### src/rtl/fft_frame_sched_pkg.sv
// Shared definitions for the spectrum display path: FSM state encoding,
// default frame geometry and the magnitude scale-and-clamp helper that the
// LCD draw logic reuses.
package fft_frame_sched_pkg;

    localparam int unsigned FFT_N_DEF    = 1024;
    localparam int unsigned KEEP_PTS_DEF = 512;
    localparam int unsigned Y_MAX_DEF    = 480;

    typedef enum logic [1:0] {
        ST_IDLE,
        ST_CAPTURE,
        ST_SKIP,
        ST_PAD
    } state_e;

    // Right-shift a raw FFT magnitude and clamp it to the screen height.
    function automatic logic [15:0] scale_clamp(
        input logic [15:0] mag,
        input logic [3:0]  sh,
        input logic [15:0] y_max
    );
        logic [15:0] shifted;
        shifted = mag >> sh;
        return (shifted > y_max) ? y_max : shifted;
    endfunction

endpackage

### src/rtl/fft_mag_scale.sv
// Registered shift-and-clamp stage feeding the display FIFO write port.
// A pad request writes a zero word regardless of the data input.
module fft_mag_scale
    import fft_frame_sched_pkg::*;
#(
    parameter logic [15:0] Y_MAX = 16'(Y_MAX_DEF)
) (
    input  logic        clk_50m,
    input  logic        rst,
    input  logic        in_valid,
    input  logic        in_pad,
    input  logic [15:0] in_data,
    input  logic [3:0]  in_shift,
    output logic        out_valid,
    output logic        out_data_unused_n,
    output logic [15:0] out_data
);

    logic        valid_d, valid_q;
    logic [15:0] data_d,  data_q;

    // Next write word: scaled magnitude, zero for padding, held otherwise.
    always_comb begin
        // NOTE: every combinational output gets a default first so no path
        // leaves it unassigned, which would otherwise infer a latch.
        valid_d = in_valid;
        data_d  = data_q;
        if (in_valid) begin
            data_d = in_pad ? 16'd0 : scale_clamp(in_data, in_shift, Y_MAX);
        end
    end

    // Output register; reset clears the write strobe and the data word.
    always_ff @(posedge clk_50m) begin
        // NOTE: sequential state uses non-blocking assignments so every flop
        // samples pre-edge values regardless of statement order.
        if (rst) begin
            valid_q <= 1'b0;
            data_q  <= 16'd0;
        end else begin
            valid_q <= valid_d;
            data_q  <= data_d;
        end
    end

    assign out_valid         = valid_q;
    assign out_data          = data_q;
    assign out_data_unused_n = 1'b1;

endmodule

### src/rtl/fft_frame_sched.sv
// Frame-level write scheduler between the FFT output stream and the display
// FIFO. Whole frames are admitted only when a full spectrum fits; the first
// KEEP_PTS bins are scaled and clamped, short or aborted frames are padded
// with zeros so the FIFO stays frame-aligned for the LCD-side reader.
module fft_frame_sched
    import fft_frame_sched_pkg::*;
#(
    parameter int unsigned FFT_N      = FFT_N_DEF,
    parameter int unsigned KEEP_PTS   = KEEP_PTS_DEF,
    parameter int unsigned FIFO_DEPTH = 1024,
    parameter int unsigned CNT_W      = 10,
    parameter int unsigned Y_MAX      = Y_MAX_DEF
) (
    input  logic             clk_50m,
    input  logic             rst,
    input  logic             enable,
    input  logic [3:0]       decim,
    input  logic [3:0]       shift,
    input  logic [15:0]      fft_data,
    input  logic             fft_sop,
    input  logic             fft_eop,
    input  logic             fft_valid,
    input  logic [CNT_W-1:0] fifo_wr_cnt,
    output logic             fifo_wr_req,
    output logic [15:0]      fifo_wr_data,
    output logic             busy,
    output logic             frame_done,
    output logic [15:0]      drop_cnt,
    output logic             err_short
);

    localparam int unsigned IDX_W = $clog2(FFT_N);

    state_e           state_d, state_q;
    logic [IDX_W-1:0] idx_d, idx_q;
    logic [3:0]       dec_cnt_d, dec_cnt_q;
    logic [3:0]       shift_d, shift_q;
    logic [15:0]      drop_cnt_d, drop_cnt_q;
    logic             frame_done_d, frame_done_q;
    logic             err_short_d, err_short_q;

    logic             wr_en;
    logic             wr_pad;
    logic [3:0]       wr_shift;
    logic             space_ok;
    logic             dec_hit;
    logic             take_frame;
    logic             refuse_frame;
    logic             drop_inc;
    logic             last_keep;
    logic [3:0]       dec_cnt_next;
    logic [IDX_W-1:0] idx_inc;
    logic             scale_unused_n;

    // Admission decision for a frame starting on this beat, plus index helpers.
    always_comb begin
        // The -1 margin plus the whole-frame check absorbs a few cycles of
        // occupancy lag from the FIFO's synchroniser.
        space_ok     = (32'(fifo_wr_cnt) + KEEP_PTS) <= (FIFO_DEPTH - 1);
        dec_hit      = (dec_cnt_q == 4'd0);
        take_frame   = enable && space_ok && dec_hit;
        refuse_frame = enable && dec_hit && !space_ok;
        // Wrapping on >= keeps the counter bounded if decim shrinks mid-run.
        if (!enable) begin
            dec_cnt_next = dec_cnt_q;
        end else if (dec_cnt_q >= decim) begin
            dec_cnt_next = 4'd0;
        end else begin
            dec_cnt_next = dec_cnt_q + 4'd1;
        end
        last_keep = (32'(idx_q) + 32'd1) == KEEP_PTS;
        idx_inc   = (idx_q == IDX_W'(FFT_N - 1)) ? idx_q : idx_q + IDX_W'(1);
    end

    // Frame FSM: next state, bin index, counters and the write request.
    always_comb begin
        state_d      = state_q;
        idx_d        = idx_q;
        dec_cnt_d    = dec_cnt_q;
        shift_d      = shift_q;
        frame_done_d = 1'b0;
        err_short_d  = 1'b0;
        drop_inc     = 1'b0;
        wr_en        = 1'b0;
        wr_pad       = 1'b0;
        wr_shift     = shift_q;

        case (state_q)
            ST_IDLE, ST_SKIP: begin
                if (fft_valid && fft_sop) begin
                    dec_cnt_d = dec_cnt_next;
                    shift_d   = shift;
                    idx_d     = IDX_W'(1);
                    if (take_frame) begin
                        wr_en    = 1'b1;
                        wr_shift = shift;
                        state_d  = ST_CAPTURE;
                    end else begin
                        drop_inc = refuse_frame;
                        state_d  = ST_SKIP;
                    end
                end else if (state_q == ST_SKIP && fft_valid) begin
                    idx_d = idx_inc;
                    if (fft_eop) begin
                        idx_d   = '0;
                        state_d = ST_IDLE;
                    end
                end
            end

            ST_CAPTURE: begin
                if (fft_valid) begin
                    if (fft_sop) begin
                        // Missing eop: the new frame is lost, pad the old one.
                        err_short_d = 1'b1;
                        drop_inc    = 1'b1;
                        state_d     = ST_PAD;
                    end else begin
                        wr_en = 1'b1;
                        idx_d = idx_inc;
                        if (last_keep) begin
                            frame_done_d = 1'b1;
                            if (fft_eop) begin
                                idx_d   = '0;
                                state_d = ST_IDLE;
                            end else begin
                                state_d = ST_SKIP;
                            end
                        end else if (fft_eop) begin
                            err_short_d = 1'b1;
                            state_d     = ST_PAD;
                        end
                    end
                end
            end

            ST_PAD: begin
                wr_en  = 1'b1;
                wr_pad = 1'b1;
                idx_d  = idx_inc;
                if (last_keep) begin
                    frame_done_d = 1'b1;
                    idx_d        = '0;
                    state_d      = ST_IDLE;
                end
            end

            default: begin
                state_d = ST_IDLE;
            end
        endcase

        drop_cnt_d = (drop_inc && drop_cnt_q != 16'hFFFF) ? drop_cnt_q + 16'd1
                                                          : drop_cnt_q;
    end

    // State and counter registers; reset abandons any partial frame unpadded.
    always_ff @(posedge clk_50m) begin
        if (rst) begin
            state_q      <= ST_IDLE;
            idx_q        <= '0;
            dec_cnt_q    <= 4'd0;
            shift_q      <= 4'd0;
            drop_cnt_q   <= 16'd0;
            frame_done_q <= 1'b0;
            err_short_q  <= 1'b0;
        end else begin
            state_q      <= state_d;
            idx_q        <= idx_d;
            dec_cnt_q    <= dec_cnt_d;
            shift_q      <= shift_d;
            drop_cnt_q   <= drop_cnt_d;
            frame_done_q <= frame_done_d;
            err_short_q  <= err_short_d;
        end
    end

    fft_mag_scale #(
        .Y_MAX(16'(Y_MAX))
    ) u_scale (
        .clk_50m          (clk_50m),
        .rst              (rst),
        .in_valid         (wr_en),
        .in_pad           (wr_pad),
        .in_data          (fft_data),
        .in_shift         (wr_shift),
        .out_valid        (fifo_wr_req),
        .out_data_unused_n(scale_unused_n),
        .out_data         (fifo_wr_data)
    );

    assign busy       = (state_q == ST_CAPTURE) || (state_q == ST_PAD);
    assign frame_done = frame_done_q && scale_unused_n;
    assign err_short  = err_short_q;
    assign drop_cnt   = drop_cnt_q;

endmodule

### config.mk
export PLATFORM = sky130hd
export DESIGN_NAME = fft_frame_sched
export DESIGN_NICKNAME = d
export VERILOG_FILES = /design/src/rtl/fft_frame_sched_pkg.sv /design/src/rtl/fft_mag_scale.sv /design/src/rtl/fft_frame_sched.sv
export SDC_FILE = /design/constraint.sdc
export NUM_CORES = 1
export LEC_CHECK = 0
export ABC_AREA = 1
export BUFFER_PORTS_ARGS = -buffer_cell sky130_fd_sc_hd__clkbuf_2
export CORE_MARGIN = 2
export CORE_UTILIZATION = 56
export DETAILED_ROUTE_END_ITERATION = 12
export PLACE_DENSITY = 0.82
export SLEW_MARGIN = 20
export SYNTH_ARGS = -nofsm -noshare
export SYNTH_HDL_FRONTEND = slang
export SYNTH_HIERARCHICAL = 1
export SYNTH_SLANG_ARGS = --single-unit
### constraint.sdc
create_clock -name clk_50m -period 3.6 [get_ports clk_50m]
set_clock_uncertainty 0.05 [all_clocks]
set_input_delay 0.18 -clock clk_50m [delete_from_list [all_inputs] [get_ports clk_50m]]
set_output_delay 0.18 -clock clk_50m [all_outputs]
set_load 0.01 [all_outputs]
==> results.md <==
* Setup TNS at 0 ns
* RSZ-0062 raised after global routing: false
* Yosys cell types at 39
* DRC at 0
* Reg clk slew, reported paths at 0.11 ns
* DR vias at 4095
* Worst min path class: input pin to register
* Synth Area in Compound Gates at 0.105
* Cell depth of the worst hold path at 3
* Data arrival, critical path at 3.45 ns
* Count of non-filler cells in the finished layout at 735
* Minimum clock period at 3.25 ns
* Area delta synth->final at 10.9%
* Top Layer Used: met4
* Die Wd at 86.7 um
* Cts bufs inserted at 5
* Fin crit share at 0.901
* Full die area at 0.00752 mm^2
* CP Cell Sequence: inv_1 -> ha_1 -> nand2_1 -> nor3_1 -> inv_1 -> nor2_1 -> nand2_1 -> mux2_2 -> inv_2 -> nand3_1 -> nand2_1 -> nand2_1 -> nand2_1 -> nand3_1 -> nor2_1 -> nand2_1 -> nor2_4 -> nand2_4 -> nand3_1 -> nand2_1 -> a21oi_2
* Reg2Reg Depth at 21
* # port buffers at 66
* Root Buffer: clkbuf_8
* WHS at 0.0553 ns
* Global-route wire length before repair at 15500 um
* Post-synth top cells: nand2_1, nand3_1, nor2_1, dfxtp_1, inv_1
* CP required at 3.80 ns
* Xor and xnor area share after synthesis at 0.0206
* Final #Nets at 703
* Sequential element share of the synthesized area at 0.287
* Area share of the largest cell type after synthesis at 0.287
* Internal reg-to-reg setup slack at 0.35 ns
* Worst VDD drop at 198 uV
* Most common flop cell mapped by yosys: dfxtp_1
* DR WL met3 at 383 um
* Async S/R FF share, synth at 0
* Std-Cell Rows at 30
* Total grt overflow at 0
* Crit Path Category: register to register
* Number of synthesized flops with an enable pin at 0
* Simple-Gate Fraction of Synth Area at 0.456
* Fin area at 0.00425 mm^2
* DP Area at 0.00415 mm^2
* DP HPWL at 6820 um
* Clock buffer depth at 2
* FILL cells at 648
* CP max FO at 17
* Cell count after synthesis at 601
* Leading area contributor after synthesis: dfxtp_1
* Post-CTS Resized at 0
* Highest-delay cell along the critical path: mux2_2
* Worst Hold Endpoint: shift_q[0]
* Synth top area cells: dfxtp_1, nand2_1, nand3_1
* Antenna violations before repair at 0
* Post-synthesis sequential element count at 55
* Pins Over Slew Limit at 0
* Post-synthesis cell area at 0.00383 mm^2
* Routed wl met2 at 4670 um
* Area of the core at 0.00672 mm^2
* Tightest Pin Transition at 0.748 ns
* Adder-cell share of the synthesized area at 0.0294
* Reg-to-reg endpoint: u_scale/out_data[8]
* Worst rel slew slack at 0.501
* Critical Path Max Stage Delay at 0.45 ns
* TritonRoute pass-1 iters at 5
* Final setup violation count at 0
* Routability Congestion at 0.964
* Fmax at 308 MHz
* Start of the worst register-to-register path: dec_cnt_q[0]
* Final hold violation count at 0
* Via-per-instance ratio at 5.57
* Routed Antenna Nets at 0
* Yosys Warn Count at 6
* Final wirelength at 9260 um
* Leakage at 1.92 nW
* Cell with the most instances after synthesis: nand2_1
* Outcome: completed
* Chip height at 86.7 um
* # H-tree levels at 2
* Vias in the first global route at 3625
* Mux cell area share after synthesis at 0.0117
* Initial Utilization at 0.571
* Synthesized Nets at 650
* Max-cap violations at 0
* ANT cells at 0
* M1 wire length at 3980 um
* Most numerous cell on the critical path: nand2_1
* Main combinational cell family by area after synthesis: simple AND/OR/NAND/NOR gates
* Share of layout cells above drive strength 1 at 0.192
* PD cells at 334 mW/mm^2
* Pin count of the biggest net entering global routing at 34
* Iteration-0 DRC Markers at 281
* Inst Count DP at 727
* Skew-Pair Late Insertion Delay at 0.32 ns
* Clk sinks at 55
* Syn Area/Cell at 6.38 um^2
* Endpoint class of the critical path: register
* Tot GR Track Use at 0.249
* Hold Buf Count CTS at 0
* CTS tree: yes
* DR WL/cell at 12.6 um
* Ports at 76
* Post-CTS setup buffer count at 0
* HP Start: shift[0]
* Crit path launch type: register
-- metrics by stage --
step                utilization  power [mW]  worst slack (ns)
floorplan                     -       0.962             0.932
global placement          0.618        1.03             0.467
detailed placement        0.618        1.04             0.354
CTS                       0.633        1.42             0.321
global route              0.633        1.50            0.0138
finish                    0.633        1.42             0.355
-- per-layer routing --
layer  global-route usage  vias to the layer above
met5                    0                        -
met4               0.0909                        0
met3               0.0286                       24
met2                0.450                      108
met1                0.303                     1891
li1                     -                     2072
-- sequential cells by signal, indices dropped and copies added (netlist names) --
signal,cells
dec_cnt_q,4
drop_cnt,16
err_short,1
frame_done_q,1
idx_q,10
shift_q,4
state_q,2
u_scale/out_data,16
u_scale/out_valid,1
-- how the worst max path moves through the flow --
stage | from | end | slack (ns) | depth (start not counted)
floorplan | dec_cnt_q[0] | u_scale/out_data[8] | 0.93 | 23
global placement | dec_cnt_q[0] | u_scale/out_data[7] | 0.47 | 21
detailed placement | dec_cnt_q[0] | u_scale/out_data[8] | 0.35 | 21
CTS | dec_cnt_q[0] | u_scale/out_data[8] | 0.32 | 21
global route | dec_cnt_q[0] | u_scale/out_data[6] | 0.01 | 21
finish | dec_cnt_q[0] | u_scale/out_data[8] | 0.35 | 21
-- layout by cell type (no fill, tap or decap), types with 7 or more instances in the layout --
master / n
nand2_1: 171
nand3_1: 80
clkbuf_2: 66
nor2_1: 59
dfxtp_1: 55
inv_1: 47
a21oi_1: 30
nand4_1: 15
o21ai_0: 15
nor3_1: 11
ha_1: 9
nor2_4: 8
o21ai_1: 8
inv_2: 7
nand2_2: 7
nand3_2: 7
xor2_1: 7
-- power breakdown --
group | leakage (nW) | switching, mW | internal [mW]
combinational | 1.42 | 0.258 | 0.126
sequential | 0.446 | 0.0228 | 0.630
clock | 0.0526 | 0.234 | 0.150
total | 1.92 | 0.514 | 0.906
-- layout make-up --
cell class	instances	area, um^2	area share
multi-input combinational	468	2390	0.562
sequential	55	1100	0.259
timing repair buffer	68	345	0.0812
inverter	56	215	0.0506
tap	80	100	0.0235
clock buffer	5	68.8	0.0162
clock inverter	3	31.3	0.00736
-- logic make-up (layout without fill, tap and decap cells) --
logic type      after synthesis  count (layout)
fa+ha+maj                     9               9
xor+xnor                      9               9
other cells                   1               1
flops                        55              55
simple gates                374             374
mux                           4               4
buf+inv                      78             132
compound gates               71              71
-- critical path, delay by kind of cell (launching register included) --
family | cells | cell delay (ns)
mux | 1 | 0.45
buf+inv | 3 | 0.48
simple gates | 15 | 1.58
fa+ha+maj | 1 | 0.16
compound gates | 1 | 0.12
flops | 1 | 0.34
Power figures use the tool's default switching activity.
